==> config.mk <==
export PLATFORM = sky130hd
export DESIGN_NAME = br_redirect_ctrl
export DESIGN_NICKNAME = d
export VERILOG_FILES = /design/src/rtl/br_redirect_ctrl_pkg.sv /design/src/rtl/br_redirect_ctrl_sat_cnt.sv /design/src/rtl/br_redirect_ctrl.sv
export SDC_FILE = /design/constraint.sdc
export NUM_CORES = 1
export LEC_CHECK = 0
export BUFFER_PORTS_ARGS = -buffer_cell sky130_fd_sc_hd__buf_2
export CORE_MARGIN = 4
export CORE_UTILIZATION = 39
export DETAILED_ROUTE_END_ITERATION = 8
export PLACE_DENSITY = 0.75
export REMOVE_ABC_BUFFERS = 1
export SYNTH_ARGS = -nofsm -noshare
export SYNTH_HDL_FRONTEND = slang
export SYNTH_SLANG_ARGS = --single-unit
==> constraint.sdc <==
create_clock -name clk -period 5.4 [get_ports clk]
set_clock_uncertainty 0.1 [all_clocks]
set_input_delay 0.81 -clock clk [delete_from_list [all_inputs] [get_ports clk]]
set_output_delay 0.81 -clock clk [all_outputs]
set_load 0.005 [all_outputs]
==> src/rtl/br_redirect_ctrl_pkg.sv <==
`default_nettype none
// +--------------------------------------------------------------------------+
// | br_redirect_ctrl_pkg : shared FSM encoding and branch-unit op positions   |
// | Revision 1.0                                                             |
// +--------------------------------------------------------------------------+
package br_redirect_ctrl_pkg;

  localparam int XLEN_DEF = 32;

  localparam int              ST_W     = 1;
  localparam logic [ST_W-1:0] ST_IDLE  = 1'b0;
  localparam logic [ST_W-1:0] ST_REDIR = 1'b1;

  // One-hot branch-unit op vector {jal,jalr,beq,bne,blt,bge,bltu,bgeu}
  localparam int BRU_OP_W = 8;
  localparam int BRU_JAL  = 7;
  localparam int BRU_JALR = 6;
  localparam int BRU_BEQ  = 5;
  localparam int BRU_BNE  = 4;
  localparam int BRU_BLT  = 3;
  localparam int BRU_BGE  = 2;
  localparam int BRU_BLTU = 1;
  localparam int BRU_BGEU = 0;

  function automatic logic bru_is_branch(input logic [BRU_OP_W-1:0] op);
    return |op;
  endfunction

endpackage
`default_nettype wire

==> src/rtl/br_redirect_ctrl_sat_cnt.sv <==
`default_nettype none
// +--------------------------------------------------------------------------+
// | br_redirect_ctrl_sat_cnt : saturating up-counter with priority clear      |
// | Revision 1.0                                                             |
// +--------------------------------------------------------------------------+
module br_redirect_ctrl_sat_cnt
  import br_redirect_ctrl_pkg::*;
#(
  parameter int WIDTH = 32
) (
  input  logic             clk,
  input  logic             rst,
  input  logic             inc_i,
  input  logic             clr_i,
  output logic [WIDTH-1:0] value_o
);

  logic [WIDTH-1:0] cnt_q;
  logic [WIDTH-1:0] cnt_d;

  always_comb begin
    cnt_d = cnt_q;
    if (clr_i) begin
      cnt_d = '0;
    end else if (inc_i && (cnt_q != {WIDTH{1'b1}})) begin
      cnt_d = cnt_q + WIDTH'(1);
    end
  end

  always_ff @(posedge clk or posedge rst) begin
    if (rst) begin
      cnt_q <= '0;
    end else begin
      cnt_q <= cnt_d;
    end
  end

  assign value_o = cnt_q;

endmodule
`default_nettype wire

==> src/rtl/br_redirect_ctrl.sv <==
`default_nettype none
// +--------------------------------------------------------------------------+
// | br_redirect_ctrl : EX branch resolution, mispredict redirect and stats   |
// | Revision 1.0                                                             |
// +--------------------------------------------------------------------------+
module br_redirect_ctrl
  import br_redirect_ctrl_pkg::*;
#(
  parameter int CNT_W = 32,
  parameter int XLEN  = XLEN_DEF
) (
  input  logic             clk,
  input  logic             rst,
  input  logic             ex_valid,
  input  logic             ex_is_branch,
  input  logic [XLEN-1:0]  ex_pc,
  input  logic             ex_br_e,
  input  logic [XLEN-1:0]  ex_br_addr,
  input  logic             ex_pred_taken,
  input  logic [XLEN-1:0]  ex_pred_target,
  output logic             redir_valid,
  input  logic             redir_ready,
  output logic [XLEN-1:0]  redir_pc,
  output logic             flush_fe,
  output logic             ex_stall,
  output logic             upd_valid,
  output logic [XLEN-1:0]  upd_pc,
  output logic             upd_taken,
  output logic [XLEN-1:0]  upd_target,
  input  logic             clr_cnt,
  output logic [CNT_W-1:0] cnt_branch,
  output logic [CNT_W-1:0] cnt_mispred
);

  logic [ST_W-1:0] state_q, state_d;
  logic [XLEN-1:0] redir_pc_q, redir_pc_d;
  logic            upd_valid_q;
  logic [XLEN-1:0] upd_pc_q, upd_pc_d;
  logic            upd_taken_q, upd_taken_d;
  logic [XLEN-1:0] upd_target_q, upd_target_d;

  logic            resolve;
  logic            mispredict;
  logic [XLEN-1:0] correct_pc;

  // Wrong-path instructions arriving while a redirect is pending never resolve.
  assign resolve    = ex_valid & ex_is_branch & (state_q == ST_IDLE);
  assign mispredict = resolve &
                      ((ex_br_e != ex_pred_taken) |
                       (ex_br_e & ex_pred_taken & (ex_br_addr != ex_pred_target)));
  assign correct_pc = ex_br_e ? ex_br_addr : (ex_pc + XLEN'(4));

  always_comb begin
    state_d    = state_q;
    redir_pc_d = redir_pc_q;
    case (state_q)
      ST_IDLE: begin
        if (mispredict) begin
          state_d    = ST_REDIR;
          redir_pc_d = correct_pc;
        end
      end
      ST_REDIR: begin
        if (redir_ready) begin
          state_d = ST_IDLE;
        end
      end
      default: state_d = ST_IDLE;
    endcase
  end

  always_comb begin
    upd_pc_d     = upd_pc_q;
    upd_taken_d  = upd_taken_q;
    upd_target_d = upd_target_q;
    if (resolve) begin
      upd_pc_d     = ex_pc;
      upd_taken_d  = ex_br_e;
      upd_target_d = ex_br_addr;
    end
  end

  always_ff @(posedge clk or posedge rst) begin
    if (rst) begin
      state_q      <= ST_IDLE;
      redir_pc_q   <= '0;
      upd_valid_q  <= 1'b0;
      upd_pc_q     <= '0;
      upd_taken_q  <= 1'b0;
      upd_target_q <= '0;
    end else begin
      state_q      <= state_d;
      redir_pc_q   <= redir_pc_d;
      upd_valid_q  <= resolve;
      upd_pc_q     <= upd_pc_d;
      upd_taken_q  <= upd_taken_d;
      upd_target_q <= upd_target_d;
    end
  end

  // Decoded straight from state so an async reset drops them without a clock.
  assign redir_valid = (state_q == ST_REDIR);
  assign flush_fe    = (state_q == ST_REDIR);
  assign ex_stall    = (state_q == ST_REDIR);
  assign redir_pc    = redir_pc_q;

  assign upd_valid   = upd_valid_q;
  assign upd_pc      = upd_pc_q;
  assign upd_taken   = upd_taken_q;
  assign upd_target  = upd_target_q;

  br_redirect_ctrl_sat_cnt #(.WIDTH(CNT_W)) u_cnt_branch (
    .clk     (clk),
    .rst     (rst),
    .inc_i   (resolve),
    .clr_i   (clr_cnt),
    .value_o (cnt_branch)
  );

  br_redirect_ctrl_sat_cnt #(.WIDTH(CNT_W)) u_cnt_mispred (
    .clk     (clk),
    .rst     (rst),
    .inc_i   (mispredict),
    .clr_i   (clr_cnt),
    .value_o (cnt_mispred)
  );

endmodule
`default_nettype wire

==> metrics.txt, run 1 <==
result of the run complete, no violations; Initial Util 39.62%; DR vias 7638; layout cell share with drive strength beyond 1 27.54%; count of endpoints failing hold in the final timing report 0; total of hold buffers inserted after clock tree synthesis 0; # fillers 2000; switching power about 0.00096 W; clock sinks around 160; count of pins over their slew limit 0; root cell of the clock tree sky130_fd_sc_hd__clkbuf_16; clock share of power 38.0%; final routed wirelength across all metal layers 25670 µm; number of buffers added on ports about 270; setup slack after placement 1.688 ns; die area 23760 µm²; minimum clock period 3.145 ns; footprint of the flip-flops and latches just over 4000 µm²; post-cts gate resize count 0; Comb power frac 17.2%; number of distinct library cells after synthesis 42; CP max-delay cell sky130_fd_sc_hd__nand2_2; post-layout total power 0.003272 W; cell types with the highest counts after synthesis sky130_fd_sc_hd__nand2_1, sky130_fd_sc_hd__dfrtp_1, sky130_fd_sc_hd__nor2_1, sky130_fd_sc_hd__o21ai_0, sky130_fd_sc_hd__xnor2_1; Clock Pin Slew Worst Setup and Hold Paths 0.07 ns; via density per instance 5.168; Internal Dissipation 0.002309 W; Remaining Overflow, GRT 0; Remaining DRCs 0; Yosys warning count 0; Worst Path Arrival 3.33 ns; proportion of netlist area held by the largest area contributor 48.97%; RSZ-0062 raised after global routing no; Rows between 50 and 60; final core utilization 49.67%; later-pin clock latency in the skew report 0.42 ns; mean routed wirelength per cell 17.37 µm; transition time at the pin with the least slew margin just over 0.7 ns; combined area of the multi-input logic cells 3966 µm²; number of enable-type register cells in the synthesized netlist 0; Worst EP required 5.59 ns; library cell occupying the most area in the post-synthesis netlist sky130_fd_sc_hd__dfrtp_1; count of buffering cells on the critical path with inverters included 2; power density over cell area 313.3 nW/µm²; maximum root-to-sink buffer count 2; max-cap check violation count 0; antenna violations before repair 3; final period utilization 58.24%; die width 154.1 µm; predominant post-synthesis flop cell sky130_fd_sc_hd__dfrtp_1; cell types with the largest area share after synthesis sky130_fd_sc_hd__dfrtp_1, sky130_fd_sc_hd__nand2_1, sky130_fd_sc_hd__xnor2_1; most numerous cell in the Yosys netlist sky130_fd_sc_hd__nand2_1; Setup CP Type in -> reg; GP Congestion between 0.8 and 0.9; PnR worst setup slack 2.255 ns; highest fanout seen on the critical path 36; First-pass DRT Iterations 5; Max Freq about 320 MHz; worst min path class reg -> reg; largest net degree at the start of global routing 71; chain of cells forming the critical path buf_2 -> xnor2_1 -> nand4_1 -> nor4_1 -> nand3_1 -> nand2_2 -> buf_4 -> o21ai_0; number of nets with antenna violations after detailed routing 0; count of routing violations after the opening detailed-route iteration ~410; normalized max-slew margin 51.94%; worst voltage drop across the vdd grid approximately 0.17 mV; HPWL after detailed placement 18910 µm; TritonCTS clock tree done; core area 21020 µm²; H-Tree Depth 4; FFs w/ async S/R, synth 100.0%; Setup violations, final 0; number of buffers inserted during clock tree synthesis 17; height of the die 154.1 µm; Critical Path Sink Type register; slowest stage delay, CP 0.63 ns; synthesized area about 8300 µm²; Post-CTS Setup Bufs 0; family with the most delay on the worst path simple AND/OR/NAND/NOR gates; static power due to leakage ~5.3 nW; number of cells produced by synthesis around 940; wire length of the first global-routing pass 41080 µm; I/O pin count 269; placement-stage cell area 9844 µm²; share of synthesized area occupied by flip-flops and latches between 40% and 50%; All-Layer GR Usage 21.74%; Nets 1297; area of all placed cells without fillers about 10000 µm²; vias in the first global route 7589; switching share of total power 29.43%; startpoint type of the worst setup path input pin; average instance area after synthesis 8.842 µm²; final sum of negative setup slack 0 ns; synthesized flop and latch total 163; Area Growth Syn to Fin 25.36%; register share of total power 44.8%
## layer usage
| layer | global-route usage (%) | routed length, µm | vias up |
|---|---|---|---|
| li1 | - | - | 3669 |
| met1 | 27.60 | 10810 | 3654 |
| met2 | 35.84 | 12320 | 279 |
| met3 | 6.670 | 2016 | 32 |
| met4 | 6.518 | 498 | 4 |
| met5 | 0 | 34 | - |
## power by group through the flow
stage	clock network [W]	registers, W	logic (W)
after floorplan	0	0.00150	0.000214
after global placement	0	0.00148	0.000561
after detailed placement	0	0.00148	0.000576
after CTS	0.00128	0.00147	0.000574
after global routing	0.00134	0.00148	0.000635
final	0.00124	0.00147	0.000561
## through the flow
stage | cells | hold WS, ns
floorplan | 893 | 0.3697
global placement | 1445 | 0.3542
detailed placement | 1445 | 0.3569
CTS | 1477 | 0.3771
global route | 1478 | 0.3955
finish | 1478 | 0.3719
## sequential cells by signal, summed over array words and instances, names as in the netlist
name                   count
upd_valid                  1
upd_target                32
upd_pc                    32
upd_taken                  1
u_cnt_mispred.value_o     32
ex_stall                   1
redir_pc                  32
u_cnt_branch.value_o      32
## cells in the final DEF (no fill, tap or decap), drive strengths merged, types with 17 or more instances in the layout
cell type,Yosys,final
clkbuf,34,17
or3,21,21
inv,11,18
nand2,260,260
nor2,59,59
dfrtp,163,163
o21ai,58,58
xor2,30,30
nand4,37,37
buf,15,277
mux2i,17,17
xnor2,54,54
and3,18,18
nand3,39,39
a21oi,39,39
## final timing paths
path | slack [ns] | startpoint | to | cells past startpoint
max | 2.25 | ex_br_addr[1] | redir_pc[29]$_DFFE_PP0P_ | 8
max reg2reg | 2.67 | u_cnt_mispred.value_o[2]$_DFFE_PP0P_ | u_cnt_mispred.value_o[31]$_DFFE_PP0P_ | 6
max in group asynchronous | 3.72 | rst | upd_pc[21]$_DFFE_PP0P_ | 3
min | 0.37 | upd_target[2]$_DFFE_PP0P_ | upd_target[2]$_DFFE_PP0P_ | 2
min reg2reg | 0.37 | upd_target[2]$_DFFE_PP0P_ | upd_target[2]$_DFFE_PP0P_ | 2
min in group asynchronous | 0.40 | rst | upd_target[1]$_DFFE_PP0P_ | 2
## worst register-to-register path: stages (launching register included)
cell	delay (ns)
sky130_fd_sc_hd__dfrtp_1	0.47
sky130_fd_sc_hd__and4_4	0.29
sky130_fd_sc_hd__and3_1	0.46
sky130_fd_sc_hd__nand3_1	0.36
sky130_fd_sc_hd__or4_1	0.50
sky130_fd_sc_hd__or3_1	0.32
sky130_fd_sc_hd__a21oi_1	0.15
## cell families after synthesis
group,after synthesis,share of synthesized area (%)
and+or+nand+nor,498,27.97
buffers and inverters,60,3.440
adders and majority gates,4,0.6009
DFF,163,48.97
muxes,27,3.395
AOI/OAI and AO/OA,106,6.790
xor gates and xnor gates,84,8.833
## cell type report
type	count	share of cell area, %
sequential	163	39.07
antenna	1	0.02397
timing repair buffer	277	13.49
clock inverter	15	1.618
inverter	11	0.4434
multi-input combinational	719	37.99
clock buffer	17	4.074
tap	275	3.295
No activity file was read; power rests on OpenSTA's default activity.
==> inputs of run 2 (changes only) <==
--- a/config.mk
+++ b/config.mk
@@ -9,7 +9,7 @@
 export CORE_MARGIN = 4
 export CORE_UTILIZATION = 39
 export DETAILED_ROUTE_END_ITERATION = 8
-export PLACE_DENSITY = 0.75
+export PLACE_DENSITY = 0.73
 export REMOVE_ABC_BUFFERS = 1
 export SYNTH_ARGS = -nofsm -noshare
 export SYNTH_HDL_FRONTEND = slang
==> constraint.sdc (replaced) <==
create_clock -name clk -period 2.9 [get_ports clk]
set_clock_uncertainty 0.1 [all_clocks]
set_input_delay 0.435 -clock clk [delete_from_list [all_inputs] [get_ports clk]]
set_output_delay 0.435 -clock clk [all_outputs]
set_load 0.005 [all_outputs]
==> run 2 against run 1 <==
Against the previous run:
- critical path depth did not move
- sequential power rose by 86%
- clock power rose by 89%
- sequential cell count did not move
- routed wire length fell by 2.8%
- sequential share of layout area fell by 0.50 points
- combinational power rose by 85%
==> metrics.txt, run 2 (synthesized netlist as in run 1, its figures left out) <==
result of the run complete, no violations (unchanged); die area 23760 µm² (unchanged); critical hold path startpoint redir_ready (was upd_target[2]$_DFFE_PP0P_); clock sinks 163 (unchanged); vias in the first global route 7451 (was 7589); final period utilization between 90% and 100%; Comb power frac 17.0% (was 17.2%); GP Congestion 0.8355 (was 0.8222); Initial Util 39.62% (unchanged); Remaining DRCs 0 (unchanged); Clock Pin Slew Worst Setup and Hold Paths 0.07 ns (about the same); worst min path class in -> reg (was reg -> reg); root cell of the clock tree sky130_fd_sc_hd__clkbuf_16 (unchanged); final core utilization 50.32% (was 49.67%); Area Growth Syn to Fin 26.99% (was 25.36%); startpoint type of the worst setup path register (was input pin); wire length of the first global-routing pass 39550 µm (was 41080 µm); Internal Dissipation 0.004380 W (was 0.002309 W); normalized max-slew margin 52.83% (was 51.94%); via density per instance 5.169 (was 5.168); post-layout total power 0.006115 W (was 0.003272 W); antenna violations before repair 0 (was 3); Worst EP required 3.11 ns (was 5.59 ns); Worst Path Arrival 2.84 ns (was 3.33 ns); Max Freq 380.0 MHz; transition time at the pin with the least slew margin 0.7075 ns (was 0.7208 ns); Ant. Diodes 0 (was 1); All-Layer GR Usage 20.72% (was 21.74%); max-cap check violation count 0 (unchanged); highest fanout seen on the critical path 28 (was 36); Setup CP Type reg -> reg (was in -> reg); launch point of the worst reg-to-reg path u_cnt_mispred.value_o[17]$_DFFE_PP0P_ (was u_cnt_mispred.value_o[2]$_DFFE_PP0P_); count of endpoints failing hold in the final timing report 0 (unchanged); final routed wirelength across all metal layers 24960 µm (was 25670 µm); count of pins over their slew limit 0 (unchanged); static power due to leakage 5.357 nW (was 5.277 nW); worst voltage drop across the vdd grid 0.3958 mV (was 0.1668 mV); most frequent cells in the layout sky130_fd_sc_hd__buf_2, sky130_fd_sc_hd__nand2_1, sky130_fd_sc_hd__dfrtp_1, sky130_fd_sc_hd__nor2_1, sky130_fd_sc_hd__o21ai_0 (unchanged); mean routed wirelength per cell 16.78 µm (was 17.37 µm); Rows 53 (unchanged); most common library cell in the layout ignoring fill and taps sky130_fd_sc_hd__buf_2 (unchanged); Nets 1309 (was 1297); later-pin clock latency in the skew report 0.42 ns (about the same); I/O pin count 269 (unchanged); Post-CTS Setup Bufs 0 (unchanged); Remaining Overflow, GRT 0 (unchanged); minimum clock period approximately 2.6 ns; TritonCTS clock tree done (unchanged); RSZ-0062 raised after global routing no (unchanged); power density over cell area 578.1 nW/µm² (was 313.3 nW/µm²); register share of total power 44.6% (was 44.8%); largest net degree at the start of global routing 62 (was 71); count of routing violations after the opening detailed-route iteration 380 (was 407); core area 21020 µm² (unchanged); post-cts gate resize count 0 (unchanged); switching share of total power 28.37% (was 29.43%); number of buffers added on ports 268 (unchanged); H-Tree Depth 4 (unchanged); clock share of power 38.4% (was 38.0%); critical path launch point u_cnt_mispred.value_o[17]$_DFFE_PP0P_ (was ex_br_addr[1]); die width 154.1 µm (unchanged); number of buffers inserted during clock tree synthesis 17 (unchanged); Critical Path Sink Type register (unchanged); height of the die 154.1 µm (unchanged); First-pass DRT Iterations 5 (unchanged); switching power 0.001734 W (was 0.0009629 W); maximum root-to-sink buffer count 2 (unchanged); Setup violations, final 0 (unchanged); number of nets with antenna violations after detailed routing 0 (unchanged); DR vias 7692 (was 7638); layout cell share with drive strength beyond 1 28.11% (was 27.54%); HPWL after detailed placement 18570 µm (was 18910 µm)
run 2: cell types whose count changed in the layout (fill, tap and decap cells not counted):
| cell | before | now |
|---|---|---|
| sky130_fd_sc_hd__buf_4 | 9 | 17 |
| sky130_fd_sc_hd__bufinv_16 | 2 | 3 |
| sky130_fd_sc_hd__buf_12 | 0 | 3 |
| sky130_fd_sc_hd__inv_6 | 7 | 4 |
| sky130_fd_sc_hd__clkinv_2 | 1 | 2 |
| sky130_fd_sc_hd__diode_2 | 1 | 0 |
| sky130_fd_sc_hd__dlygate4sd3_1 | 0 | 1 |
run 2: final cells by class:
type	instances	area, µm²
multi-input combinational	719	3966
timing repair buffer	289	1539
inverter	11	46.29
tap	275	344.1
sequential	163	4079
clock inverter	14	177.7
clock buffer	17	425.4
fill	1968	10440
run 2: what timing repair did:
action,in CTS,in global routing
hold endpoints to repair,43,0
endpoints found under the setup margin,0,0
hold buffers,1,0
run 2: critical path: stages, from the launching register on:
cell	delay, ns
sky130_fd_sc_hd__dfrtp_1	0.46
sky130_fd_sc_hd__and3_1	0.27
sky130_fd_sc_hd__nand2_1	0.16
sky130_fd_sc_hd__or4_4	0.59
sky130_fd_sc_hd__o21a_4	0.27
sky130_fd_sc_hd__nand2_4	0.23
sky130_fd_sc_hd__buf_4	0.19
sky130_fd_sc_hd__nor3_1	0.05
sky130_fd_sc_hd__o21ba_2	0.19
run 2: layer usage:
| layer | wire (µm) | vias up | track usage [%] |
|---|---|---|---|
| met1 | 10500 | 3638 | 26.98 |
| met4 | 633 | 0 | 7.527 |
| met5 | 0 | - | 0 |
| li1 | - | 3696 | - |
| met3 | 2126 | 43 | 6.276 |
| met2 | 11700 | 315 | 32.76 |
run 2: worst paths after layout:
| path | end | slack (ns) | depth (start not counted) |
|---|---|---|---|
| worst min-delay path | ex_stall$_DFF_PP0_ | 0.1 | 2 |
| worst max-delay path | u_cnt_mispred.value_o[14]$_DFFE_PP0P_ | 0.27 | 8 |
| min in group asynchronous | u_cnt_branch.value_o[7]$_DFFE_PP0P_ | 0.49 | 3 |
| worst min register to register | upd_pc[23]$_DFFE_PP0P_ | 0.37 | 2 |
| worst max register to register | u_cnt_mispred.value_o[14]$_DFFE_PP0P_ | 0.27 | 8 |
| max in group asynchronous | redir_pc[16]$_DFFE_PP0P_ | 1.51 | 4 |
run 2: metrics by stage:
| step | setup slack [ns] | instances | setup TNS [ns] | area [µm²] | hold slack [ns] |
|---|---|---|---|---|---|
| after floorplan | -2.040 | 893 | -436.75 | 8084 | 0.3697 |
| after global placement | 0.2910 | 1456 | 0 | 9965 | 0.3528 |
| after detailed placement | 0.2529 | 1456 | 0 | 9965 | 0.3569 |
| after CTS | 0.2829 | 1488 | 0 | 10580 | 0.08395 |
| after global routing | 0.1628 | 1488 | 0 | 10580 | 0.1038 |
| final | 0.2686 | 1488 | 0 | 10580 | 0.09910 |
run 2: power groups by stage:
stage | Sequential [W] | Combinational (W) | Clock, W
finish | 0.00273 | 0.00104 | 0.00234
global route | 0.00277 | 0.00117 | 0.00250
CTS | 0.00273 | 0.00106 | 0.00239
detailed placement | 0.00276 | 0.00106 | 0
global placement | 0.00276 | 0.00104 | 0
floorplan | 0.00278 | 0.000398 | 0
